**config.mk**
```make
export PLATFORM = sky130hd
export DESIGN_NAME = std_fp_mult_arbiter
export DESIGN_NICKNAME = d
export VERILOG_FILES = /design/src/rtl/std_fp_mult_arb_pkg.sv /design/src/rtl/std_fp_mult_arbiter_rr.sv /design/src/rtl/std_fp_mult_arbiter.sv
export SDC_FILE = /design/constraint.sdc
export NUM_CORES = 1
export LEC_CHECK = 0
export CAP_MARGIN = 20
export CORE_AREA = 3 3 158 160
export DETAILED_ROUTE_END_ITERATION = 8
export DIE_AREA = 0 0 161 163
export SYNTH_ARGS = -nofsm -noshare
export SYNTH_HDL_FRONTEND = slang
export SYNTH_HIERARCHICAL = 1
export SYNTH_SLANG_ARGS = --single-unit
export TNS_END_PERCENT = 10
```
**constraint.sdc**
```tcl
create_clock -name clk -period 8.8 [get_ports clk]
set_input_delay 0.88 -clock clk [delete_from_list [all_inputs] [get_ports clk]]
set_output_delay 0.88 -clock clk [all_outputs]
set_load 0.005 [all_outputs]
```
**src/rtl/std_fp_mult_arb_pkg.sv**
```systemverilog
// Shared types and constants for the multiplier-sharing arbiter.
// Sizing helper keeps a 1-bit id even when only one requester exists.
package std_fp_mult_arb_pkg;

  typedef enum logic [1:0] {
    IDLE,
    ISSUE,
    RESP
  } arb_state_t;

  localparam int MULT_LATENCY    = 3;
  localparam int MULT_RESET_HOLD = 2;

  function automatic int id_width(input int n);
    return (n > 1) ? $clog2(n) : 1;
  endfunction

endpackage

```
**src/rtl/std_fp_mult_arbiter_rr.sv**
```systemverilog
// Combinational round-robin pick, zero latency, no backpressure of its own.
// Search starts one past the last winner; the pointer register lives in the parent.
module std_rr_arbiter
  import std_fp_mult_arb_pkg::*;
#(
  parameter int N  = 4,
  parameter int IW = id_width(N)
) (
  input  logic [N-1:0]  req,
  input  logic [IW-1:0] last,
  output logic [N-1:0]  grant,
  output logic [IW-1:0] grant_idx,
  output logic          any
);

  logic [IW-1:0] idx;

  always_comb begin
    grant     = '0;
    grant_idx = '0;
    any       = 1'b0;
    idx       = '0;
    for (int i = 1; i <= N; i++) begin
      idx = IW'((int'(last) + i) % N);
      if (!any && req[idx]) begin
        any        = 1'b1;
        grant[idx] = 1'b1;
        grant_idx  = idx;
      end
    end
  end

endmodule

```
**src/rtl/std_fp_mult_arbiter.sv**
```systemverilog
// Round-robin share of one pipelined multiplier; grant to resp_valid is 4 cycles, one op per 5 cycles.
// Holds the response until the owner's resp_ready with no new grant meanwhile; FP_MULT_ARB_WATCHDOG_EN adds an ISSUE timeout.
module std_fp_mult_arbiter
  import std_fp_mult_arb_pkg::*;
#(
  parameter int  NUM_REQ     = 4,
  parameter int  WIDTH       = 32,
  parameter int  WDOG_CYCLES = 8,
  localparam int IDW         = id_width(NUM_REQ)
) (
  input  logic                       clk,
  input  logic                       reset_n,
  input  logic [NUM_REQ-1:0]         req_valid,
  output logic [NUM_REQ-1:0]         req_ready,
  input  logic [NUM_REQ*WIDTH-1:0]   req_left,
  input  logic [NUM_REQ*WIDTH-1:0]   req_right,
  output logic [NUM_REQ-1:0]         resp_valid,
  input  logic [NUM_REQ-1:0]         resp_ready,
  output logic [WIDTH-1:0]           resp_data,
  output logic [IDW-1:0]             resp_id,
  output logic                       resp_err,
  output logic [WIDTH-1:0]           mult_left,
  output logic [WIDTH-1:0]           mult_right,
  output logic                       mult_go,
  output logic                       mult_reset,
  input  logic [WIDTH-1:0]           mult_out,
  input  logic                       mult_done
);

  arb_state_t       state, state_nxt;
  logic [IDW-1:0]   last_grant, owner;
  logic [WIDTH-1:0] op_left, op_right, data_q;
  logic [1:0]       rst_cnt;
  logic [NUM_REQ-1:0] pick;
  logic [IDW-1:0]   pick_idx;
  logic             pick_any;
  logic             grant_fire, done_fire, resp_fire, wdog_fire;
  logic [WIDTH-1:0] left_arr  [NUM_REQ];
  logic [WIDTH-1:0] right_arr [NUM_REQ];

  for (genvar i = 0; i < NUM_REQ; i++) begin : g_unpack
    assign left_arr[i]  = req_left[i*WIDTH +: WIDTH];
    assign right_arr[i] = req_right[i*WIDTH +: WIDTH];
  end

  std_rr_arbiter #(.N(NUM_REQ), .IW(IDW)) u_rr (
    .req       (req_valid),
    .last      (last_grant),
    .grant     (pick),
    .grant_idx (pick_idx),
    .any       (pick_any)
  );

  assign mult_reset = (rst_cnt != 2'd0);
  assign mult_left  = op_left;
  assign mult_right = op_right;
  assign resp_data  = data_q;
  assign resp_id    = owner;

  always_ff @(posedge clk or negedge reset_n) begin
    if (!reset_n) state <= IDLE;
    else          state <= state_nxt;
  end

  always_comb begin
    state_nxt  = state;
    req_ready  = '0;
    resp_valid = '0;
    mult_go    = 1'b0;
    grant_fire = 1'b0;
    done_fire  = 1'b0;
    resp_fire  = 1'b0;
    case (state)
      IDLE: begin
        // No grant while the multiplier is still being held in reset.
        if (!mult_reset && pick_any) begin
          req_ready  = pick;
          grant_fire = 1'b1;
          state_nxt  = ISSUE;
        end
      end
      ISSUE: begin
        mult_go = 1'b1;
        if (mult_done) begin
          done_fire = 1'b1;
          state_nxt = RESP;
        end else if (wdog_fire) begin
          state_nxt = RESP;
        end
      end
      RESP: begin
        resp_valid[owner] = 1'b1;
        if (resp_ready[owner]) begin
          resp_fire = 1'b1;
          state_nxt = IDLE;
        end
      end
      default: state_nxt = IDLE;
    endcase
  end

  always_ff @(posedge clk or negedge reset_n) begin
    if (!reset_n) begin
      last_grant <= IDW'(NUM_REQ - 1);
      owner      <= '0;
      op_left    <= '0;
      op_right   <= '0;
      data_q     <= '0;
      rst_cnt    <= 2'(MULT_RESET_HOLD);
    end else begin
      if (rst_cnt != 2'd0) rst_cnt <= rst_cnt - 2'd1;
      if (grant_fire) begin
        owner    <= pick_idx;
        op_left  <= left_arr[pick_idx];
        op_right <= right_arr[pick_idx];
      end
      if (done_fire) data_q <= mult_out;
      // A timed-out op returns zero and gives the multiplier a one-cycle reset.
      if (wdog_fire) begin
        data_q  <= '0;
        rst_cnt <= 2'd1;
      end
      if (resp_fire) last_grant <= owner;
    end
  end

`ifdef FP_MULT_ARB_WATCHDOG_EN
  localparam int WDW = $clog2(WDOG_CYCLES + 1);
  logic [WDW-1:0] wdog_cnt;
  logic           err_q;

  assign wdog_fire = (state == ISSUE) && !mult_done && (wdog_cnt == WDW'(WDOG_CYCLES - 1));
  assign resp_err  = err_q;

  always_ff @(posedge clk or negedge reset_n) begin
    if (!reset_n) begin
      wdog_cnt <= '0;
      err_q    <= 1'b0;
    end else begin
      if (grant_fire)           wdog_cnt <= '0;
      else if (state == ISSUE)  wdog_cnt <= wdog_cnt + 1'b1;
      if (wdog_fire)            err_q <= 1'b1;
      else if (resp_fire)       err_q <= 1'b0;
    end
  end
`else
  logic unused_wdog;
  assign unused_wdog = (WDOG_CYCLES > 0);
  assign wdog_fire   = 1'b0;
  assign resp_err    = 1'b0;
`endif

endmodule

```
=== Word-level counts from Yosys, hierarchy flattened ===
Index checks and enable logic that the tools add are counted.

* Add/subtract/negate cells: 5
* $lt $le $gt $ge: 11
* Eq/ne operators: 5
* Multiplexer cells: 52
* Bitwise gates (word level): 4
* Reduce and logical (&&, ||, !) cells: 16

{| class="wikitable"
|+ Operators with widths
! cell !! number
|-
| binary-select mux 32 bit (select 2 bit) || 2
|-
| two-way mux 32 bit || 4
|-
| two-way mux 4 bit || 7
|-
| two-way mux 1 bit || 21
|-
| < comparator 2 x 3 -> 1 bit, second input constant || 5
|-
| two-way mux 2 bit || 7
|-
| OR 4 bit || 3
|-
| binary-select mux 1 bit (select 2 bit) || 5
|-
| demux 1 bit (select 2 bit) || 5
|-
| >= comparator 2 x 1 -> 1 bit, second input constant || 5
|-
| logical AND 1 bit || 9
|-
| inequality test 2 bit, second input constant || 3
|-
| case mux 2 bit (3 select lines) || 1
|-
| adder 2 x 1 -> 2 bit, second input constant || 2
|-
| adder 2 bit, second input constant || 2
|-
| logical NOT 1 bit || 4
|-
| >= comparator 3 bit, second input constant || 1
|-
| NOT 2 -> 3 bit || 1
|-
| AND reduction 3 bit || 1
|-
| == test 2 x 1 -> 1 bit, second input constant || 1
|-
| == test 2 bit, second input constant || 1
|-
| logical NOT 2 bit || 1
|-
| nonzero test 2 bit || 1
|-
| subtractor 2 x 1 -> 2 bit, second input constant || 1
|}

* Bits in registers: 104
* Bits of input ports: 299
* Logic and storage cells: 100

=== Logic depth before layout (Yosys ltp) ===
Gate-level depths: netlist of run 1.

* Word-level depth: 17
* Gate-level depth with buffers: 13

=== Cells and area by module ===
Netlist of run 1, hierarchy kept.

{| class="wikitable"
|+ By module, submodules not included
! module !! instances !! cells an instance !! area an instance (um^2)
|-
| std_fp_mult_arbiter || 1 || 326 || 5,597.9
|-
| std_rr_arbiter || 1 || 86 || 629.4
|}

=== Worst setup path before layout of run 1 ===
OpenSTA, ideal clock, no wires.

* Path type: register to register
* From: register last_grant[0]
* To: register op_right[22], in the netlist mult_right[22]
* Arrival: 3.491 ns
* Required time: 8.675 ns
* Setup slack: 5.184 ns
* Stages on the path, launching flop included: 14
* Path through: dfstp_2 -> buf_6 -> buf_2 -> inv_1 -> ha_1 -> clkbuf_1 -> a21oi_1 -> a211oi_1 -> a311o_1 -> a221oi_1 -> buf_6 -> buf_8 -> mux4_2 -> mux2_4

* Cells in the longest elaborated chain, start to end: 17
* Elaborated cells on any way between the ends: 33

{| class="wikitable"
|+ RTL lines
! what !! RTL line !! RTL
|-
| from (decl) || std_fp_mult_arbiter.sv:31 || <nowiki>logic [IDW-1:0] last_grant, owner;</nowiki>
|-
| from (signal assigned) || std_fp_mult_arbiter.sv:104 || <nowiki>last_grant <= IDW'(NUM_REQ - 1);</nowiki>
|-
| from (signal assigned) || std_fp_mult_arbiter.sv:123 || <nowiki>if (resp_fire) last_grant <= owner;</nowiki>
|-
| adder 2 x 1 -> 2 bit || std_fp_mult_arbiter_rr.sv:24 || <nowiki>idx = IW'((int'(last) + i) % N);</nowiki>
|-
| binary-select mux 1 bit (select 2 bit) || std_fp_mult_arbiter_rr.sv:25 || <nowiki>if (!any && req[idx]) begin</nowiki>
|-
| two-way mux 1 bit (not written as such) || std_fp_mult_arbiter_rr.sv:25 ||
|-
| two-way mux 1 bit || std_fp_mult_arbiter_rr.sv:25 ||
|-
| logical NOT 1 bit || std_fp_mult_arbiter_rr.sv:25 ||
|-
| logical AND 1 bit || std_fp_mult_arbiter_rr.sv:25 ||
|-
| two-way mux 1 bit || std_fp_mult_arbiter_rr.sv:25 ||
|-
| logical NOT 1 bit || std_fp_mult_arbiter_rr.sv:25 ||
|-
| logical AND 1 bit || std_fp_mult_arbiter_rr.sv:25 ||
|-
| two-way mux 1 bit || std_fp_mult_arbiter_rr.sv:25 ||
|-
| logical NOT 1 bit || std_fp_mult_arbiter_rr.sv:25 ||
|-
| logical AND 1 bit || std_fp_mult_arbiter_rr.sv:25 ||
|-
| two-way mux 2 bit (*) || std_fp_mult_arbiter_rr.sv:25 ||
|-
| via pick_idx[0] || std_fp_mult_arbiter.sv:35 || <nowiki>logic [IDW-1:0] pick_idx;</nowiki>
|-
| NOT 2 -> 3 bit (not written as such) (*) || std_fp_mult_arbiter.sv:115 || <nowiki>op_right <= right_arr[pick_idx];</nowiki>
|-
| binary-select mux 32 bit (select 2 bit) (*) || std_fp_mult_arbiter.sv:115 ||
|-
| two-way mux 32 bit (not written as such) (*) (2 in a row) || std_fp_mult_arbiter.sv:115 ||
|-
| to (signal assigned) || std_fp_mult_arbiter.sv:115 ||
|-
| to (decl) || std_fp_mult_arbiter.sv:32 || <nowiki>logic [WIDTH-1:0] op_left, op_right, data_q;</nowiki>
|}

Mark *: on every way through the listed nets, which the timed path passes. The rest lies on a longest branch. The select of a mux whose other input is x is not followed.
A chain may end at the register's enable or synchronous reset.

=== Final worst setup path of run 1 ===
* From: input port req_valid[2]
* To: output port req_ready[0]

* Cells in the longest elaborated chain, start to end: 15
* Elaborated cells on any way between the ends: 28

{| class="wikitable"
|+ RTL lines
! what !! RTL line !! RTL
|-
| from (decl) || std_fp_mult_arbiter.sv:13 || <nowiki>input logic [NUM_REQ-1:0] req_valid,</nowiki>
|-
| binary-select mux 1 bit (select 2 bit) || std_fp_mult_arbiter_rr.sv:25 ||
|-
| two-way mux 1 bit (not written as such) || std_fp_mult_arbiter_rr.sv:25 ||
|-
| two-way mux 1 bit || std_fp_mult_arbiter_rr.sv:25 ||
|-
| logical NOT 1 bit || std_fp_mult_arbiter_rr.sv:25 ||
|-
| logical AND 1 bit || std_fp_mult_arbiter_rr.sv:25 ||
|-
| two-way mux 1 bit || std_fp_mult_arbiter_rr.sv:25 ||
|-
| logical NOT 1 bit || std_fp_mult_arbiter_rr.sv:25 ||
|-
| logical AND 1 bit || std_fp_mult_arbiter_rr.sv:25 ||
|-
| two-way mux 1 bit || std_fp_mult_arbiter_rr.sv:25 ||
|-
| logical NOT 1 bit || std_fp_mult_arbiter_rr.sv:25 ||
|-
| logical AND 1 bit || std_fp_mult_arbiter_rr.sv:25 ||
|-
| two-way mux 1 bit (*) || std_fp_mult_arbiter_rr.sv:25 ||
|-
| via pick_any || std_fp_mult_arbiter.sv:36 || <nowiki>logic pick_any;</nowiki>
|-
| logical AND 1 bit (*) || std_fp_mult_arbiter.sv:76 || <nowiki>if (!mult_reset && pick_any) begin</nowiki>
|-
| two-way mux 4 bit (*) || std_fp_mult_arbiter.sv:76 ||
|-
| two-way mux 4 bit (*) || std_fp_mult_arbiter.sv:73 || <nowiki>case (state)</nowiki>
|-
| to (decl) || std_fp_mult_arbiter.sv:14 || <nowiki>output logic [NUM_REQ-1:0] req_ready,</nowiki>
|}

Marks and branches as above.

==> out/results.ini, run 1 <==
[grt]
grt_max_degree=66
first_global_vias=6001
grt_pass1_wl_mm=35.9
grt_usage=0.181
antenna_found_initial=3
grt_overflow=0

[route]
drtAntennaViolNets=0
post_drt_wl_per_cell_um=21.5
drc=0
num_vias=5373
routed_via_density=4.77
drtIter0Drc=257
drtPass1Iterations=4
routed_wl_mm=24.2

[power]
clockPowerShare=0.121
power_frac_seq=0.274
p_switching_mw=1.08
powerDensity_mw_per_mm2=300
p_leak_nw=4.13
p_sw_frac=0.334
intPower_mw=2.16
peakVddDrop_mv=0.111
p_comb_frac=0.605

[cells_and_area]
nets=1108
areaGrowthSynthToFinish_pct=73.5
final_core_util=0.459
stdcell_count=1127
drive_gt1_frac=0.245
multi_input_area_mm2=0.00334
nFillCells=2168
seq_area_mm2=0.00261

[yosys]
yosysWarnings=6
synth_xor_area_frac=0.00141
ys.flop_type=dfrtp_1
synth_commonest_cells=dfrtp_1, mux2_2, mux4_2, buf_2, inv_1
syn_area_per_cell_um2=15.1
ys_ff_latch=104
synth.area.mux_share=0.432
ys_types=42
synth_top_area_share=0.406
synth_compound_gate_area_share=0.0382
synth-seq-area-share=0.419
yosys.area_share.simple=0.0396
synth_top_cell_by_area=dfrtp_1
synth.net_count=720
synth-edff-count=0
yosys-top-cells-area=dfrtp_1, mux4_2, mux2_2, ha_1, buf_12
syn_inst=412
synth_top_family_by_area=multiplexers
synth_most_common_cell=dfrtp_1
synthArstFlopShare=1.00
netlist_area_mm2=0.00623
synth_adder_area_share=0.0181

[critical_path]
cp_slowest_stage_delay_ps=800
crit_top_cell=clkdlybuf4s50_1
critPathArrivalTime_ps=4210
critPathRequiredTime_ps=7920
path_cells=clkdlybuf4s50_1 > nor2_1 > nand2_1 > nor4bb_4 > buf_4 > and2_1 > clkdlybuf4s50_1
slowest_stage=nor4bb_4
end_kind=output pin
worstPathMaxFanout=60
criticalPathCategory=in2out
cp-start-kind=input pin

[floorplan]
ios=408
coreArea_mm2=0.0235
num_rows=56
die-area_mm2=0.0262
die_h_um=163
initial_utilization=0.265
die_w_um=161

[placement]
pre_cts_slack_ps=3660
hpwl_mm=19.8
gp_congestion=0.883
port_buffers=406
dp_cells=1108

[timing]
worst_pin_slew_ps=986
period_needed_ps=5090
slew_viol_final=0
rsz0062_at_grt=false
min_period_over_period=0.578
fin_ws_ps=3710
finalHoldViolCount=0
setup_tns_ps=0
fmax_ghz=0.196
skew_ps=11.2
setup_viol=0
slew-limit-headroom=0.342

[hold_path]
min_path_type=reg2reg

[clock_network]
path_clk_slew_ps=70
cts_buffers=9
clock_latency_ps=350
cts_buffer_depth=2
h-tree-depth=3
post_cts_resized=0
cts_tree=built
clock-sinks=104
post_cts_buffers=0
cts_hold_buf=0
cts_root_buf=clkbuf_16

[run_status]
status=complete, no violations

[job]
maxCapViolCount=0

-- registers in the layout, summed over array words and instances (netlist names) --
name,count
state,2
resp_id,2
mult_right,32
rst_cnt,2
last_grant,2
mult_left,32
resp_data,32
-- per-layer routing --
metal / share of wire / vias to the layer above / GRT usage
li1: - / 2385 / -
met1: 0.36 / 2730 / 0.200
met2: 0.56 / 243 / 0.340
met3: 0.071 / 15 / 0.0526
met4: 0.012 / 0 / 0.0465
met5: 0 / - / 0
-- critical path: cells and delay by family --
family                 cells  cell delay [ps]
AND/OR/NAND/NOR            4             1320
buffers and inverters      3             1930
-- cells in the final DEF, fill, tap and decap left out, types with 6 or more instances in the layout --
cell type / synthesis / final
buf_4: 7 / 7
clkbuf_16: 0 / 9
clkdlybuf4s50_1: 0 / 405
dfrtp_1: 101 / 101
ha_1: 9 / 9
inv_1: 13 / 13
mux2_2: 99 / 99
mux4_2: 67 / 67
nand2_1: 10 / 10
nand4_1: 6 / 6
o21ai_0: 6 / 6
-- per-stage QoR --
step	hold slack [ps]	instance area [um2]	power [mW]
after floorplan	446	6230	2.02
after global placement	460	10500	2.86
after detailed placement	467	10500	2.89
after CTS	480	10800	3.31
after global routing	516	10800	3.46
final	480	10800	3.24
-- cell families (layout without fill, tap and decap cells) --
kind of cell,count (synthesis),count (layout)
DFF,104,104
other,1,4
adders and majority gates,9,9
AOI/OAI and AO/OA,33,33
muxes,172,172
and+or+nand+nor,44,44
buffers and inverters,48,441
xor gates and xnor gates,1,1
-- power by group through the flow --
stage	Clock (mW)	Combinational [mW]	Sequential (mW)
CTS	0.413	2.00	0.892
detailed placement	0	2.00	0.895
finish	0.393	1.96	0.888
floorplan	0	1.14	0.878
global placement	0	1.97	0.883
global route	0.433	2.10	0.924
-- worst paths after layout --
path | start | to | slack (ps) | cells after the start
max | req_valid[2] | req_ready[0] | 3710 | 7
min | rst_cnt[0]$_DFFE_PN0P_ | rst_cnt[0]$_DFFE_PN0P_ | 480 | 1
max reg2reg | last_grant[0]$_DFFE_PN1P_ | mult_left[13]$_DFFE_PN0P_ | 4190 | 9
min reg2reg | rst_cnt[0]$_DFFE_PN0P_ | rst_cnt[0]$_DFFE_PN0P_ | 480 | 1
max in group asynchronous | reset_n | resp_data[19]$_DFFE_PN0P_ | 7040 | 2
min in group asynchronous | reset_n | mult_right[20]$_DFFE_PN0P_ | 570 | 1
-- layout make-up --
class,instances,share of cell area
timing repair buffer,412,0.380
multi-input combinational,260,0.309
sequential,104,0.241
tap,319,0.0369
clock buffer,10,0.0221
clock inverter,6,0.00486
inverter,13,0.00452
antenna,3,0.000695
Power figures use the tool's default switching activity.
==> run 2: changes to the inputs <==
--- a/config.mk
+++ b/config.mk
@@ -6,9 +6,9 @@
 export NUM_CORES = 1
 export LEC_CHECK = 0
 export CAP_MARGIN = 20
-export CORE_AREA = 3 3 158 160
+export CORE_AREA = 3 3 159 161
 export DETAILED_ROUTE_END_ITERATION = 8
-export DIE_AREA = 0 0 161 163
+export DIE_AREA = 0 0 162 164
 export SYNTH_ARGS = -nofsm -noshare
 export SYNTH_HDL_FRONTEND = slang
 export SYNTH_HIERARCHICAL = 1
==> constraint.sdc (replaced) <==
create_clock -name clk -period 5.14 [get_ports clk]
set_input_delay 0.514 -clock clk [delete_from_list [all_inputs] [get_ports clk]]
set_output_delay 0.514 -clock clk [all_outputs]
set_load 0.005 [all_outputs]
==> out/results.ini, run 2 (synthesis results as in run 1) <==
[run_status]
status=complete, no violations

[grt]
first_global_vias=5777  ; -3.7%
grt_overflow=0  ; unchanged
grt_pass1_wl_mm=34.8  ; -3.0%
grt_usage=0.175  ; -0.00581
grt_max_degree=69  ; +4.5%
antenna_found_initial=2  ; -1

[floorplan]
ios=408  ; unchanged
initial_utilization=0.258  ; -0.00618
coreArea_mm2=0.0241  ; +2.4%
num_rows=57  ; +1.8%
die_w_um=162  ; +0.62%
die-area_mm2=0.0266  ; +1.2%
die_h_um=164  ; +0.61%

[power]
clockPowerShare=0.133  ; +0.012
p_comb_frac=0.596  ; -0.009
power_frac_seq=0.271  ; -0.003
intPower_mw=3.76  ; +74%
finalPower_mw=5.58  ; +72%
p_switching_mw=1.82  ; +68%
peakVddDrop_mv=0.297  ; +170%
p_leak_nw=4.15  ; +0.55%
p_sw_frac=0.326  ; -0.00799
powerDensity_mw_per_mm2=514  ; +71%

[clock_network]
cts_root_buf=clkbuf_16
cts_tree=built
clock-sinks=104  ; unchanged
post_cts_resized=0  ; unchanged
post_cts_buffers=0  ; unchanged
h-tree-depth=3  ; unchanged
cts_hold_buf=0  ; unchanged
clock_latency_ps=360  ; about the same
cts_buffers=9  ; unchanged
cts_buffer_depth=2  ; unchanged
path_clk_slew_ps=80  ; about the same

[critical_path]
worstPathMaxFanout=22  ; -63%
criticalPathCategory=reg2out
timing.rr.start=last_grant[0]$_DFFE_PN1P_
r2r_cells=9  ; unchanged
crit_start=last_grant[0]$_DFFE_PN1P_
reg2reg_to=mult_left[17]$_DFFE_PN0P_
regToRegSetupSlack_ps=1150  ; -3040 ps
cp-start-kind=flip-flop
cp-endpoint=req_ready[3]
end_kind=output pin
critPathRequiredTime_ps=4630  ; -3290 ps
critPathArrivalTime_ps=3550  ; -660 ps

[cells_and_area]
nets=1109  ; +0.090%
stdcell_count=1132  ; +0.44%
areaGrowthSynthToFinish_pct=74.2
drive_gt1_frac=0.246  ; +0.000937
mostFrequentLayoutCells=clkdlybuf4s50_1, dfrtp_1, mux2_2
final_common_cell=clkdlybuf4s50_1

[timing]
slew_viol_final=0  ; unchanged
min_period_over_period=0.791
finalHoldViolCount=0  ; unchanged
worst_pin_slew_ps=983  ; -3.62 ps
setup_viol=0  ; unchanged
hold_slack_ps=189  ; -291 ps
slew-limit-headroom=0.345  ; +0.00340
setup_tns_ps=0  ; unchanged
rsz0062_at_grt=false
fmax_ghz=0.246
period_needed_ps=4070
skew_ps=17.2  ; +5.95 ps

[route]
routed_wl_mm=23.7  ; -2.2%
drtPass1Iterations=4  ; unchanged
num_vias=5286  ; -1.6%
routed_via_density=4.67  ; -2.1%
drtAntennaViolNets=0  ; unchanged
post_drt_wl_per_cell_um=20.9  ; -2.7%
drtIter0Drc=287  ; +12%
drc=0  ; unchanged

[placement]
hpwl_mm=19.1  ; -3.6%
dp_cells=1114  ; +0.54%
port_buffers=406  ; unchanged
gp_congestion=0.872  ; -1.3%

[hold_path]
min_path_type=in2async

[job]
maxCapViolCount=0  ; unchanged

==> run 2: cell count changes in the layout (fill, tap and decap cells not counted), sizes merged <==
cell,delta
diode,-1
bufinv,+1
buf,+1
clkinvlp,-1
==> run 2: worst min path at each step <==
stage                                 startpoint                    endpoint  slack [ps]  cells after the start
after floorplan                          reset_n    mult_left[0]$_DFFE_PN0P_         220                      0
after global placement    rst_cnt[0]$_DFFE_PN0P_      rst_cnt[0]$_DFFE_PN0P_         460                      1
after detailed placement  rst_cnt[0]$_DFFE_PN0P_      rst_cnt[0]$_DFFE_PN0P_         460                      1
after CTS                                reset_n  mult_right[27]$_DFFE_PN0P_         210                      1
after global routing                     reset_n  mult_right[27]$_DFFE_PN0P_         220                      1
final                                    reset_n   mult_right[0]$_DFFE_PN0P_         190                      1
==> run 2: cell type report <==
class                   count  area, um2
diodes                      2       5.00
clock buffers              10        239
clock inverters             6       75.1
fillers                  2292      13300
inverters                  13       48.8
multi-input cells         260       3340
flip-flops and latches    104       2610
well taps                 324        405
repair buffers            413       4130
==> run 2: power groups by stage <==
stage	Sequential [mW]	Clock, mW	Combinational, mW
global route	1.58	0.806	3.58
finish	1.51	0.741	3.33
detailed placement	1.52	0	3.40
floorplan	1.50	0	1.96
global placement	1.51	0	3.39
CTS	1.52	0.782	3.42
==> run 2: worst max-delay path: stages, from the launching register on <==
cell	delay, ps
dfstp_2	820
inv_1	190
ha_1	520
inv_1	200
a31oi_1	370
o31ai_1	140
a2111o_1	360
and2_1	150
clkdlybuf4s50_1	450
==> run 2: through the flow <==
stage	area, um2	utilization	setup slack, ps
2_1_floorplan	6230	-	1520
3_3_place_gp	10500	0.437	1160
3_5_place_dp	10500	0.437	1070
4_1_cts	10800	0.450	1060
5_1_grt	10800	0.450	847
6_report	10800	0.450	1070
==> run 2: layer usage <==
layer	wire, um	GRT usage	share of wire	vias to the layer above
met2	12900	0.319	0.54	215
met5	0	0	0	-
met4	488	0.0492	0.021	0
met3	1980	0.0701	0.084	25
met1	8330	0.188	0.35	2658
li1	-	-	-	2388
==> run 3: changes to the inputs <==
==> constraint.sdc (replaced) <==
create_clock -name clk -period 3.3 [get_ports clk]
set_input_delay 0.33 -clock clk [delete_from_list [all_inputs] [get_ports clk]]
set_output_delay 0.33 -clock clk [all_outputs]
set_load 0.005 [all_outputs]
==> out/results.ini, run 3 (synthesis results as in run 1) <==
[cells_and_area]
drive_gt1_frac=0.267  ; +0.0213
areaGrowthSynthToFinish_pct=77.9
nFillCells=2236  ; -2.4%
multi_input_area_mm2=0.00338  ; +1.2%
final_common_cell=clkdlybuf4s50_1
stdcell_area_mm2=0.0111  ; +2.1%
mostFrequentLayoutCells=clkdlybuf4s50_1, dfrtp_1, mux2_2
stdcell_count=1154  ; +1.9%
seq_area_mm2=0.00261  ; unchanged
nets=1132  ; +2.1%

[timing]
finalHoldViolCount=0  ; unchanged
min_period_over_period=0.977
period_needed_ps=3230
slew_viol_final=0  ; unchanged
setup_viol=0  ; unchanged
setup_tns_ps=0  ; unchanged
rsz0062_at_grt=true
slew-limit-headroom=0.576  ; +0.231
skew_ps=15.6  ; -1.54 ps
fmax_ghz=0.310
worst_pin_slew_ps=636  ; -347 ps

[grt]
grt_pass1_wl_mm=35.8  ; +3.0%
grt_overflow=0  ; unchanged
use_met2=0.320  ; +0.00172
first_global_vias=5943  ; +2.9%
busiest_layer=met2
grt_usage=0.179  ; +0.00377
gr-usage-met1=0.198  ; +0.0101
grt_max_degree=66  ; -4.3%
antenna_found_initial=4  ; +2
grtUsageMet3=0.0638  ; -0.00631

[clock_network]
clock_latency_ps=350  ; about the same
cts_buffers=9  ; unchanged
cts_root_buf=clkbuf_16
h-tree-depth=3  ; unchanged
clock-sinks=104  ; unchanged
path_clk_slew_ps=70  ; about the same
cts_tree=built
cts_buffer_depth=2  ; unchanged

[floorplan]
initial_utilization=0.258  ; unchanged
num_rows=57  ; unchanged
die_h_um=164  ; unchanged
die-area_mm2=0.0266  ; unchanged
coreArea_mm2=0.0241  ; unchanged
ios=408  ; unchanged
die_w_um=162  ; unchanged

[route]
num_vias=5465  ; +3.4%
drtAntennaViolNets=0  ; unchanged
drtIter0Drc=254  ; -11%
routed_via_density=4.74  ; +1.4%
post_drt_wl_per_cell_um=21.0  ; +0.19%
routed_wl_mm=24.2  ; +2.1%
drtPass1Iterations=4  ; unchanged
drc=0  ; unchanged

[power]
p_leak_nw=4.27  ; +3.1%
finalPower_mw=8.81  ; +58%
powerDensity_mw_per_mm2=795  ; +55%
peakVddDrop_mv=0.642  ; +120%

[critical_path]
critPathArrivalTime_ps=2900  ; -650 ps
cp-start-kind=flip-flop
worstPathMaxFanout=9  ; -59%
end_kind=output pin
critPathRequiredTime_ps=2970  ; -1660 ps
criticalPathCategory=reg2out

[placement]
placed_area_mm2=0.0107  ; +1.6%
dp_cells=1130  ; +1.4%
hpwl_mm=19.6  ; +2.8%
gp_congestion=0.891  ; +2.2%
port_buffers=406  ; unchanged

[run_status]
status=complete, no violations

[hold_path]
min_path_type=reg2reg

[job]
maxCapViolCount=0  ; unchanged

-- run 3: changes by cell type in the layout (fill, tap and decap cells not counted), moves of 2 or more --
cell	previous run	this run
buf_12	1	5
buf_4	7	23
clkinv_4	2	0
inv_6	1	4
-- run 3: per-layer routing --
layer | wire [um] | share of wire
met5 | 16 | 0.00066
met4 | 659 | 0.027
met3 | 1980 | 0.082
met2 | 12800 | 0.53
met1 | 8760 | 0.36
-- run 3: stage by stage --
step	worst slack (ps)	hold slack [ps]	util
after floorplan	0.393	34.4	-
after global placement	139	392	0.444
after detailed placement	64.0	392	0.444
after CTS	5.34	480	0.457
after global routing	-15.7	514	0.459
final	74.5	476	0.459
-- run 3: worst max-delay path, stage by stage (launching register included) --
cell and delay (ps):
dfstp_2 560, buf_12 130, buf_4 170, mux4_2 580
nand2_1 90, o311ai_0 130, or3_1 320, and2_1 140
clkdlybuf4s50_1 440
-- run 3: area by class of cell --
cell class / instances / area share
tap: 324 / 0.0366
timing repair buffer: 435 / 0.393
clock inverter: 6 / 0.00452
antenna: 2 / 0.000452
inverter: 13 / 0.00441
sequential: 104 / 0.235
multi-input combinational: 261 / 0.306
clock buffer: 9 / 0.0203
-- run 3: worst paths after layout --
check                                          start                    endpoint  slack [ps]  depth (start not counted)
setup reg to reg           last_grant[0]$_DFFE_PN1P_  mult_right[14]$_DFFE_PN0P_         180                          8
hold / removal                rst_cnt[0]$_DFFE_PN0P_      rst_cnt[0]$_DFFE_PN0P_         480                          1
min in group asynchronous                    reset_n   mult_left[29]$_DFFE_PN0P_         520                          2
max in group asynchronous                    reset_n      rst_cnt[1]$_DFFE_PN1P_        1940                          3
hold reg to reg               rst_cnt[0]$_DFFE_PN0P_      rst_cnt[0]$_DFFE_PN0P_         480                          1
setup / recovery           last_grant[0]$_DFFE_PN1P_                req_ready[2]          70                          8
-- run 3: what timing repair did --
| action | 4_1_cts | 5_1_grt |
|---|---|---|
| hold buffers | 1 | 0 |
| buffers inserted | 2 | 3 |
| hold endpoints to repair | 3 | 0 |
| gates resized for setup | 2 | 5 |
| gates cloned | 1 | 0 |
| setup endpoints to repair | 4 | 7 |
-- run 3: power breakdown --
group	internal, mW	leakage (nW)	switching [mW]	total, mW
registers	1.95	1.22	0.361	2.31
logic	3.47	2.93	1.99	5.46
clock network	0.520	0.129	0.522	1.04
total	5.93	4.27	2.88	8.81
